### src/rtl/ddr_pkg.sv
// Shared defaults and types for the DDR2 local-interface event path.
package ddr_pkg;
   localparam int unsigned DATA_W = 64;
   localparam int unsigned ADDR_W = 24;
   localparam int unsigned SIZE_W = 3;
   localparam logic [DATA_W/8-1:0] BE_ALL = '1;

   typedef enum logic [1:0] {ST_INIT, ST_WAIT, ST_BURST} state_e;
endpackage

### src/rtl/sync_fifo_fwft.sv
// Show-ahead FIFO: the oldest entry is always presented on head_c, with an occupancy count.
module sync_fifo_fwft #(
   parameter int unsigned WIDTH = 64,
   parameter int unsigned DEPTH = 16,
   localparam int unsigned AW = $clog2(DEPTH),
   localparam int unsigned CW = AW + 1
) (
   input  logic             clk,
   input  logic             rst_n,
   input  logic             push,
   input  logic [WIDTH-1:0] push_data,
   input  logic             pop,
   output logic [WIDTH-1:0] head_c,
   output logic [CW-1:0]    count
);
   logic [WIDTH-1:0] mem [DEPTH];
   logic [AW-1:0]    wr_idx;
   logic [AW-1:0]    rd_idx;

   always_ff @(posedge clk or negedge rst_n) begin
      if (!rst_n) begin
         wr_idx <= '0;
         rd_idx <= '0;
         count  <= '0;
      end else begin
         if (push) wr_idx <= wr_idx + AW'(1);
         if (pop)  rd_idx <= rd_idx + AW'(1);
         count <= count + CW'(push) - CW'(pop);
      end
   end

   // Storage is not reset; the pointers alone define validity.
   always_ff @(posedge clk) begin
      if (push) mem[wr_idx] <= push_data;
   end

   assign head_c = mem[rd_idx];
endmodule

### src/rtl/ddr_event_writer.sv
// Buffers event words and writes them as bursts into a circular DDR2 region.
module ddr_event_writer
   import ddr_pkg::*;
#(
   parameter int unsigned        DATA_W     = ddr_pkg::DATA_W,
   parameter int unsigned        ADDR_W     = ddr_pkg::ADDR_W,
   parameter int unsigned        SIZE_W     = ddr_pkg::SIZE_W,
   parameter int unsigned        BURST_LEN  = 4,
   parameter int unsigned        FIFO_DEPTH = 16,
   parameter logic [ADDR_W-1:0]  BASE_ADDR  = '0,
   parameter logic [ADDR_W-1:0]  END_ADDR   = '1
) (
   input  logic                phy_clk,
   input  logic                reset_phy_clk_n,
   input  logic                local_init_done,
   input  logic                enable,
   input  logic                flush,
   output logic                flush_done,
   input  logic [DATA_W-1:0]   in_data,
   input  logic                in_valid,
   output logic                in_ready,
   output logic [ADDR_W-1:0]   local_address,
   output logic [SIZE_W-1:0]   local_size,
   output logic                local_burstbegin,
   output logic                local_write_req,
   output logic [DATA_W-1:0]   local_wdata,
   output logic [DATA_W/8-1:0] local_be,
   input  logic                local_ready,
   output logic [ADDR_W-1:0]   wr_ptr,
   output logic [31:0]         words_written,
   output logic                wrapped
);
   localparam int unsigned CW = $clog2(FIFO_DEPTH) + 1;
   localparam int unsigned PW = ADDR_W + 1;

   state_e             state, state_next;
   logic [CW-1:0]      count;
   logic               fifo_push, beat_ok;
   logic [SIZE_W-1:0]  beat_cnt, beat_cnt_next;
   logic [SIZE_W-1:0]  cand, burst_sz, size_next;
   logic [PW-1:0]      space;
   logic               end_hit;
   logic [ADDR_W-1:0]  addr_next, wr_ptr_next;
   logic [31:0]        words_next;
   logic               wrapped_next, flush_pending, pending_next;
   logic               flush_done_next, begin_next;

   assign local_be  = {(DATA_W/8){BE_ALL[0]}};
   assign fifo_push = in_valid & in_ready;
   assign beat_ok   = local_write_req & local_ready;

   sync_fifo_fwft #(.WIDTH(DATA_W), .DEPTH(FIFO_DEPTH)) u_fifo (
      .clk       (phy_clk),
      .rst_n     (reset_phy_clk_n),
      .push      (fifo_push),
      .push_data (in_data),
      .pop       (beat_ok),
      .head_c    (local_wdata),
      .count     (count)
   );

   // Burst size: limited by occupancy, nominal length and room left before END_ADDR.
   assign cand     = (count < CW'(BURST_LEN)) ? SIZE_W'(count) : SIZE_W'(BURST_LEN);
   assign space    = PW'(END_ADDR) - PW'(wr_ptr) + PW'(1);
   assign burst_sz = (space < PW'(cand)) ? SIZE_W'(space) : cand;
   assign end_hit  = (PW'(wr_ptr) + PW'(local_size)) == (PW'(END_ADDR) + PW'(1));

   always_ff @(posedge phy_clk or negedge reset_phy_clk_n) begin
      if (!reset_phy_clk_n) begin
         state            <= ST_INIT;
         local_address    <= BASE_ADDR;
         local_size       <= '0;
         local_burstbegin <= 1'b0;
         beat_cnt         <= '0;
         wr_ptr           <= BASE_ADDR;
         words_written    <= '0;
         wrapped          <= 1'b0;
         flush_pending    <= 1'b0;
         flush_done       <= 1'b0;
      end else begin
         state            <= state_next;
         local_address    <= addr_next;
         local_size       <= size_next;
         local_burstbegin <= begin_next;
         beat_cnt         <= beat_cnt_next;
         wr_ptr           <= wr_ptr_next;
         words_written    <= words_next;
         wrapped          <= wrapped_next;
         flush_pending    <= pending_next;
         flush_done       <= flush_done_next;
      end
   end

   always_comb begin
      state_next      = state;
      addr_next       = local_address;
      size_next       = local_size;
      begin_next      = local_burstbegin;
      beat_cnt_next   = beat_cnt;
      wr_ptr_next     = wr_ptr;
      words_next      = words_written;
      wrapped_next    = wrapped;
      pending_next    = flush_pending | flush;
      flush_done_next = 1'b0;
      unique case (state)
         ST_INIT: begin
            if (local_init_done) state_next = ST_WAIT;
         end
         ST_WAIT: begin
            if (enable && ((count >= CW'(BURST_LEN)) || (flush_pending && (count != '0)))) begin
               addr_next     = wr_ptr;
               size_next     = burst_sz;
               beat_cnt_next = burst_sz;
               begin_next    = 1'b1;
               state_next    = ST_BURST;
            end else if (flush_pending && (count == '0)) begin
               pending_next    = 1'b0;
               flush_done_next = 1'b1;
            end
         end
         ST_BURST: begin
            if (beat_ok) begin
               begin_next    = 1'b0;
               beat_cnt_next = beat_cnt - SIZE_W'(1);
               words_next    = words_written + 32'd1;
               if (beat_cnt == SIZE_W'(1)) begin
                  state_next = ST_WAIT;
                  if (end_hit) begin
                     wr_ptr_next  = BASE_ADDR;
                     wrapped_next = 1'b1;
                  end else begin
                     wr_ptr_next = wr_ptr + ADDR_W'(local_size);
                  end
               end
            end
         end
         default: state_next = ST_INIT;
      endcase
   end

   always_comb begin
      local_write_req = 1'b0;
      in_ready        = 1'b0;
      if (state == ST_BURST) local_write_req = 1'b1;
      if (state != ST_INIT)  in_ready = (count < CW'(FIFO_DEPTH));
   end
endmodule

### config.mk
export PLATFORM = sky130hd
export DESIGN_NAME = ddr_event_writer
export DESIGN_NICKNAME = d
export VERILOG_FILES = /design/src/rtl/ddr_pkg.sv /design/src/rtl/sync_fifo_fwft.sv /design/src/rtl/ddr_event_writer.sv
export SDC_FILE = /design/constraint.sdc
export NUM_CORES = 1
export LEC_CHECK = 0
export CAP_MARGIN = 5
export CORE_MARGIN = 2
export CORE_UTILIZATION = 55
export DETAILED_ROUTE_END_ITERATION = 12
export MAX_ROUTING_LAYER = met4
export PLACE_DENSITY = 0.84
export REMOVE_ABC_BUFFERS = 1
export SLEW_MARGIN = 0
export SYNTH_ARGS = -nofsm -noshare
export SYNTH_HDL_FRONTEND = slang
export SYNTH_SLANG_ARGS = --single-unit
export TNS_END_PERCENT = 5
### constraint.sdc
create_clock -name phy_clk -period 18.7 [get_ports phy_clk]
set_clock_uncertainty 0.2 [all_clocks]
set_input_delay 2.805 -clock phy_clk [delete_from_list [all_inputs] [get_ports phy_clk]]
set_output_delay 2.805 -clock phy_clk [all_outputs]
set_load 0.005 [all_outputs]
## Yosys cells after proc, flatten, opt, wreduce, memory -nomap -nowiden

Memories as Yosys holds them, arrays and structs flattened.
Cells that the tools add are included.
Widths: inputs -> output; s select.

- Bits of input ports: 71
- Memories kept: 1
- RAM bits: 1024
- Output and inout port bits: 160
- Memory bits (read-only): 0
- Latch bits: 0
- Logic and storage cells: 78
- Flip-flop bits (word level): 105

Memories:

| name | depth | bits a word | read ports | clocked after memory_dff | wr ports | RTL line | text |
|---|---|---|---|---|---|---|---|
| u_fifo.mem | 16 | 64 | 1 | 0 | 1 | sync_fifo_fwft.sv:16 | `logic [WIDTH-1:0] mem [DEPTH];` |

- Bitwise gates (word level): 3
- Divide/modulo/power cells: 0
- Shift-type cells: 0
- Mux-type cells: 24
- Multiply operators: 0
- Equality and inequality tests: 8
- $lt $le $gt $ge: 4
- Reductions and logical operators: 15
- $add $sub $neg: 10

Operator list:

| operator | count |
|---|---|
| $add 32x1->32 const B | 1 |
| $add 24x3->25 | 1 |
| $add 25x1->25 const B | 1 |
| $eq 25x25->1 const B | 1 |
| $lt 25x3->1 | 1 |
| $sub 24x24->25 const A | 1 |
| $add 24x3->24 | 1 |
| $mux 24 | 1 |
| $mux 1 | 12 |
| $mux 3 | 4 |
| $add 4x1->4 const B | 2 |
| $mux 2 | 4 |
| $reduce_and 4->1 | 2 |
| $ne 2x2->1 const B | 3 |
| $pmux 2 s3 | 1 |
| $pmux 3 s2 | 1 |
| $reduce_and 3->1 | 2 |
| $add 5x1->5 | 1 |
| $ge 5x3->1 const B | 1 |
| $logic_not 5->1 | 1 |
| $lt 5x3->1 const B | 1 |
| $lt 5x5->1 const B | 1 |
| $reduce_bool 5->1 | 1 |
| $sub 5x1->5 | 1 |
| 13 further kinds | 18 |

## Longest topological paths before layout

Gate-level depths: netlist of run 1.

- Word-level depth: 6
- Depth in mapped cells: 14
- Gate-level depth less buffers: 13

## Hierarchy

Synthesis of run 1 repeated with hierarchy kept, for this count alone.

- Cells, all modules: 2135
- Area, all modules: 43696.9 µm²

By module, submodules not included:

| module | times used | area an instance (µm²) | seq. area each (µm²) | cells each |
|---|---|---|---|---|
| sync_fifo_fwft | 1 | 38988.6 | 31074.8 | 1639 |
| ddr_event_writer | 1 | 4708.3 | 2302.2 | 496 |

## Worst setup path before layout of run 1

OpenSTA, ideal clock, no wires.

- Path type: in2reg
- Start point: input port in_valid
- End point: memory u_fifo.mem[1][0], enable pin
- Arrival time: 8.985 ns
- Buffers on the path: 0
- Required time: 17.856 ns
- Stages: 2
- Setup slack: 8.871 ns
- Library setup time: 0.644 ns
- Cell sequence: nand2_1 -> nor4_1

- Word-level cells in the longest chain between the ends: 3

RTL lines:

| element | RTL line | text |
|---|---|---|
| start, declared | ddr_event_writer.sv:20 | `input logic in_valid,` |
| $and 1x1->1 | ddr_event_writer.sv:49 | `assign fifo_push = in_valid & in_ready;` |
| $mux 1 | sync_fifo_fwft.sv:34 | `if (push) mem[wr_idx] <= push_data;` |
| $mux 1 (not written as such) | sync_fifo_fwft.sv:34 |  |
| end, declared | sync_fifo_fwft.sv:16 |  |

No other way between the ends.

## Worst setup path after layout of run 1

- Start point: register u_fifo.rd_idx[0]
- End point: output port local_wdata[6]

- Word-level cells in the longest chain between the ends: 1

RTL lines:

| element | RTL line | text |
|---|---|---|
| start, declared | sync_fifo_fwft.sv:18 | `logic [AW-1:0] rd_idx;` |
| start signal, assigned | sync_fifo_fwft.sv:27 | `if (pop) rd_idx <= rd_idx + AW'(1);` |
| $mem_v2 16x64 | - |  |
| end, declared | ddr_event_writer.sv:26 | `output logic [DATA_W-1:0] local_wdata,` |

No other way between the ends.

==> summary.md, run 1 <==
| Metric | Value |
|---|---|
| Area growth syn-to-layout | 15.98% |
| Die W | 286.7 µm |
| Max clock buf depth | 3 |
| Final min period | 7.420 ns |
| RSZ-0062 raised after global routing | no |
| Sequential-to-total area share from yosys stat | 0.7594 |
| Yosys cell types | 65 |
| Synth Cell Area | 43,950 µm² |
| Synth Warn # | 0 |
| Routed length per instance | 29.41 µm |
| Postcts setup bufs | 0 |
| GPL Wtd Cong | 0.8588 |
| Die ar. | 82,190 µm² |
| Status | finished clean |
| Fillers | 4,875 |
| Detail Route Antenna Nets | 0 |
| DR vias | 21,713 |
| Post-cts gate resize count | 0 |
| Largest family of logic cells by synthesized area | multiplexers |
| Share of cells above drive strength 1 | 0.2308 |
| Hold crit path type | flip-flop to flip-flop |
| Die span in y | 286.7 µm |
| Initial antenna violation count | 11 |
| Synth Instances | 2,030 |
| Critical Path AT | 4.41 ns |
| Peak supply drop | 0.1037 mV |
| R2R Path Start | state[1] |
| Reg2Reg Depth | 7 |
| Clk sinks | 1,129 |
| Max Clk Rate | 134.8 MHz |
| H-tree Lvls | 3 |
| Xor/xnor cell area share of the yosys netlist | 0.01315 |
| # hold bufs at CTS | 0 |
| Power per cell area | 138.1 nW/µm² |
| Port bufs | 222 |
| Setup TNS | 0 ns |
| Post-synth top area cell | edfxtp_1 |
| 1st-iter DRT viols | 2,565 |
| Worst hold slack | 0.2729 ns |
| #FFs+latches synth | 1,129 |
| Leakage | 16.56 nW |
| Post-synth top flop | edfxtp_1 |
| Synth top area cells | edfxtp_1 (70%), mux4_2 (16%), dfrtp_1 (6.0%) |
| Max-slew violation count | 0 |
| Max Cap Violations | 0 |
| Largest net degree at the start of global routing | 75 |
| CTS tree | built |
| Fraction of the cycle the final worst path needs | 0.3968 |
| Mux cell area share after synthesis | 0.1649 |
| Worst setup endpoint | local_wdata[6] |
| Rows | 103 |
| FF-to-FF End | u_fifo.mem[13][9] |
| Clock Latency Late Sink | 0.68 ns |
| Remaining global-route overflow | 0 |
| Least-Margin Pin Slew | 1.129 ns |
| Worst-path clk slew | 0.06 ns |
| Crit. Startpoint | u_fifo.rd_idx[0] |
| Kind of critical path | flip-flop to output port |
| Vias in the first global route | 22,916 |
| Synth Area per Inst | 21.65 µm² |
| Core Box Area | 79,000 µm² |
| Residual DRC count | 0 |
| Top cell type's share of synthesized area | 0.6996 |
| CP required | 15.69 ns |
| DR vias/cell | 6.295 |
| R2r setup slk | 14.88 ns |
| First-pass GRT wire length | 151.2 mm |
| CP Launch Type | flip-flop |
| Commonest non-fill, non-tap cell in the layout | edfxtp_1 |
| Post-synthesis simple-gate area fraction | 0.03262 |
| First-pass iteration count of the detailed router | 8 |
| Commonest non-fill, non-tap cells in the layout | edfxtp_1 (1,024), mux4_2 (320), clkdlybuf4s50_1 (221) |
| Post-Synth Adder-Cell Area | 0.006889 |
| Detailed Place HPWL | 50.44 mm |
| Worst slew margin | 0.2475 |
| Fraction of registers with async set/reset | 0.09300 |
| Compound-Gate Fraction of Synth Area | 0.008911 |
| Final net count | 2,388 |
| Total wire length | 101.4 mm |
| GRT Total Usage | 0.2591 |
| Worst setup EP type | output port |
| Crit Path Max Fanout | 58 |
| CTS Root Cell | clkbuf_16 |
| Number of synthesized flops with an enable pin | 1,024 |
| Final hold vios | 0 |
| CTS Buf Count | 110 |
| Initial Util | 0.5563 |
| Ports | 231 |
| Final Setup Violations | 0 |
cells by family after synthesis:
| group | count (synthesis) |
|---|---|
| buf+inv | 141 |
| compound gates | 59 |
| simple gates | 287 |
| flops | 1129 |
| other cells | 1 |
| xor+xnor | 66 |
| mux | 324 |
| fa+ha+maj | 23 |
sequential cells by signal (all words and copies together) (netlist names), 3 cells and up:
name,cells
u_fifo.rd_idx,4
u_fifo.count,5
beat_cnt,3
local_address,24
words_written,32
local_size,3
u_fifo.mem,1024
wr_ptr,24
u_fifo.wr_idx,4
routing by layer:
| layer | up-vias | global-route usage | part of all wire |
|---|---|---|---|
| met5 | - | - | 0 |
| met4 | 0 | 0.06898 | 0.022 |
| met3 | 165 | 0.05366 | 0.085 |
| met2 | 1111 | 0.4271 | 0.52 |
| met1 | 11557 | 0.3317 | 0.37 |
| li1 | 8880 | - | - |
where the power goes:
part           switching, mW  leakage, nW  internal [mW]
Combinational          0.798         4.23           1.00
Clock                  0.954         1.75           1.25
Sequential             0.156         10.6           2.88
worst min-delay path by stage:
stage | start | end | slack [ns] | cells after the start
2_1_floorplan | state[0] | state[0] | 0.27 | 1
3_3_place_gp | words_written[31] | words_written[31] | 0.26 | 1
3_5_place_dp | local_address[8] | local_address[8] | 0.27 | 2
4_1_cts | words_written[31] | words_written[31] | 0.28 | 1
5_1_grt | words_written[31] | words_written[31] | 0.30 | 1
6_report | words_written[31] | words_written[31] | 0.27 | 1
synthesized netlist by cell type, drive strengths merged (6+ instances only):
master  count
or3         6
o21ai      18
ha         21
clkbuf     59
nor2       43
nor3       17
a21oi       9
xor2       19
buf        51
nor2b       7
and2       14
a21o        6
dfrtp     105
edfxtp   1024
xnor2      47
nand4      12
nand3      25
a31oi       8
nand2     121
and3       14
nor4       11
mux4      320
inv        30
metrics by stage:
step | setup WS, ns | utilization | total power, mW | instance area (µm²) | cells
floorplan | 4.806 | - | 4.553 | 43480 | 1927
global placement | 11.89 | 0.5994 | 4.816 | 47350 | 3232
detailed placement | 11.84 | 0.5994 | 4.871 | 47350 | 3232
CTS | 11.12 | 0.6449 | 7.092 | 50940 | 3437
global route | 10.93 | 0.6452 | 7.290 | 50970 | 3448
finish | 11.28 | 0.6452 | 7.038 | 50970 | 3449
critical path: stages, from the launching register on:
cell	delay, ns
dfrtp_4	1.04
buf_4	0.96
mux4_2	0.65
mux4_2	0.54
clkdlybuf4s50_1	0.47
cell type report:
| type | count | area (µm²) | area share |
|---|---|---|---|
| Timing Repair Buffer | 255 | 2467 | 0.04840 |
| Antenna cell | 12 | 30.03 | 0.0005891 |
| Multi-Input combinational cell | 767 | 10060 | 0.1974 |
| Sequential cell | 1129 | 33390 | 0.6551 |
| Clock inverter | 77 | 773.2 | 0.01517 |
| Inverter | 31 | 116.4 | 0.002283 |
| Tap cell | 1050 | 1314 | 0.02577 |
| Clock buffer | 128 | 2820 | 0.05533 |
(Power assumes the default switching activity.)
==> inputs of run 2 (changes only) <==
Settings changed: CORE_UTILIZATION 55 to 54, PLACE_DENSITY 0.84 to 0.86.
Clock period 18.7 ns to 6.6 ns, I/O delays scaled along.
==> summary.md, run 2 (synthesis gave the netlist of run 1 again) <==
| Metric | Value |
|---|---|
| Largest regs | u_fifo.mem x1024, words_written x32 |
| Detailed Place HPWL | 53.36 mm |
| Die ar. | 83,690 µm² |
| Core Box Area | 80,550 µm² |
| Crit. Startpoint | u_fifo.rd_idx[0] |
| Die W | 289.3 µm |
| Residual DRC count | 0 |
| R2R Path Start | state[1] |
| Clock power frac | 0.304 |
| Post-Layout Inst Area | 50,950 µm² |
| Final net count | 2,391 |
| GRT Total Usage | 0.2678 |
| CP required | 5.41 ns |
| R2r setup slk | 3.01 ns |
| Postcts setup bufs | 0 |
| Largest net degree at the start of global routing | 90 |
| Total wire length | 107.1 mm |
| Fraction of the cycle the final worst path needs | 0.7704 |
| Detail Route Antenna Nets | 0 |
| Max-slew violation count | 0 |
| CP Launch Type | flip-flop |
| Remaining global-route overflow | 0 |
| Clock Latency Late Sink | 0.66 ns |
| Sequential share of power | 0.436 |
| P_int | 14.36 mW |
| Ports | 231 |
| Status | finished clean |
| Rows | 104 |
| Vias in the first global route | 23,011 |
| Worst setup endpoint | local_wdata[6] |
| Commonest non-fill, non-tap cell in the layout | edfxtp_1 |
| CTS tree | built |
| Final hold vios | 0 |
| Max Cap Violations | 0 |
| Max incr delay on CP | 0.97 ns |
| Post-placement cell area | 47,480 µm² |
| Area growth syn-to-layout | 15.92% |
| Max reg flops | 1,024 |
| Crit Path Max Fanout | 76 |
| Worst slew margin | 0.2184 |
| Hold crit path type | input pin to asynchronous set/reset pin |
| Die span in y | 289.3 µm |
| Slowest-stage cell, CP | dfrtp_4 |
| Max Clk Rate | 196.7 MHz |
| Biggest register | u_fifo.mem |
| Peak supply drop | 0.2624 mV |
| Critical-path cell list | buf_12, mux4_2, mux4_2, clkdlybuf4s50_1 |
| Post-cts gate resize count | 0 |
| Power per cell area | 388.1 nW/µm² |
| Leakage | 16.53 nW |
| CTS Buf Count | 106 |
| H-tree Lvls | 3 |
| DR vias/cell | 6.331 |
| Crit path top cell by count | mux4_2 |
| Sw frac | 0.2735 |
| Share of cells above drive strength 1 | 0.2279 |
| RSZ-0062 raised after global routing | no |
| First-pass GRT wire length | 155.8 mm |
| Util after Layout | 0.6325 |
| Final min period | 5.085 ns |
| Max clock buf depth | 3 |
| Routed length per instance | 30.93 µm |
| NetSw | 5.408 mW |
| Worst setup EP type | output port |
| 1st-iter DRT viols | 2,514 |
| GPL Wtd Cong | 0.8745 |
| Final Setup Violations | 0 |
| Fillers | 5,015 |
| Critical Path AT | 3.89 ns |
| First-pass iteration count of the detailed router | 6 |
| Logic pwr share | 0.260 |
| Worst-path clk slew | 0.06 ns |
| DR vias | 21,912 |
| Initial Util | 0.5457 |
| Kind of critical path | flip-flop to output port |
| Reg2Reg Depth | 8 |
| # hold bufs at CTS | 0 |
| Port bufs | 222 |
| Initial antenna violation count | 13 |
| CTS Root Cell | clkbuf_16 |
| Clk sinks | 1,129 |
| Least-Margin Pin Slew | 1.172 ns |
| Commonest non-fill, non-tap cells in the layout | edfxtp_1 (1,024), mux4_2 (320), clkdlybuf4s50_1 (221) |
| FF-to-FF End | u_fifo.mem[4][17] |
run 2: cell count changes in the layout (fill, tap and decap cells not counted), moves of 4 or more:
cell        delta
buf_12         +5
bufinv_16      -5
clkbuf_1       +8
clkbuf_8       +6
clkinv_2      -10
clkinvlp_4     -4
run 2: final cells by class:
type                       instances  area [µm²]  area share
tap                             1060        1326     0.02603
clock inverter                    59       576.8     0.01132
multi-input combinational        767       10060      0.1975
sequential                      1129       33390      0.6554
timing repair buffer             262        2582     0.05069
antenna                           14       35.03   0.0006876
inverter                          31       116.4    0.002284
clock buffer                     139        2858     0.05609
run 2: power by group through the flow:
stage	clock, mW	sequential, mW	combinational, mW
CTS	6.08	8.63	5.22
detailed placement	0	8.75	5.09
global route	6.31	8.66	5.47
global placement	0	8.72	4.95
finish	6.00	8.62	5.15
floorplan	0	8.98	3.30
run 2: stage by stage:
step	hold WS (ns)	setup TNS (ns)	worst slack, ns	cells	power, mW
6_report	0.2530	0	1.515	3461	19.77
5_1_grt	0.3060	0	1.265	3460	20.45
4_1_cts	0.2614	0	1.405	3447	19.92
3_5_place_dp	0.2611	0	2.145	3249	13.84
3_3_place_gp	0.2615	0	2.232	3249	13.67
2_1_floorplan	0.2662	-728.53	-5.479	1927	12.27
run 2: critical path: cells and delay by family, from the launching register on:
family	cells	cell delay, ns
buffers and inverters	2	1.05
multiplexers	2	1.19
flip-flops	1	0.97
run 2: layer usage:
metal  GRT usage  part of all wire
met1      0.3366              0.36
met5           -                 0
met3     0.06079             0.097
met4     0.07912             0.026
met2      0.4399              0.52
run 2: worst min-delay path by stage:
stage	end	startpoint	slack, ns
floorplan	state[0]	state[0]	0.27
global placement	local_address[23]	local_address[23]	0.26
detailed placement	local_address[10]	local_address[10]	0.26
CTS	words_written[9]	reset_phy_clk_n	0.26
global route	words_written[9]	reset_phy_clk_n	0.31
finish	words_written[8]	reset_phy_clk_n	0.25
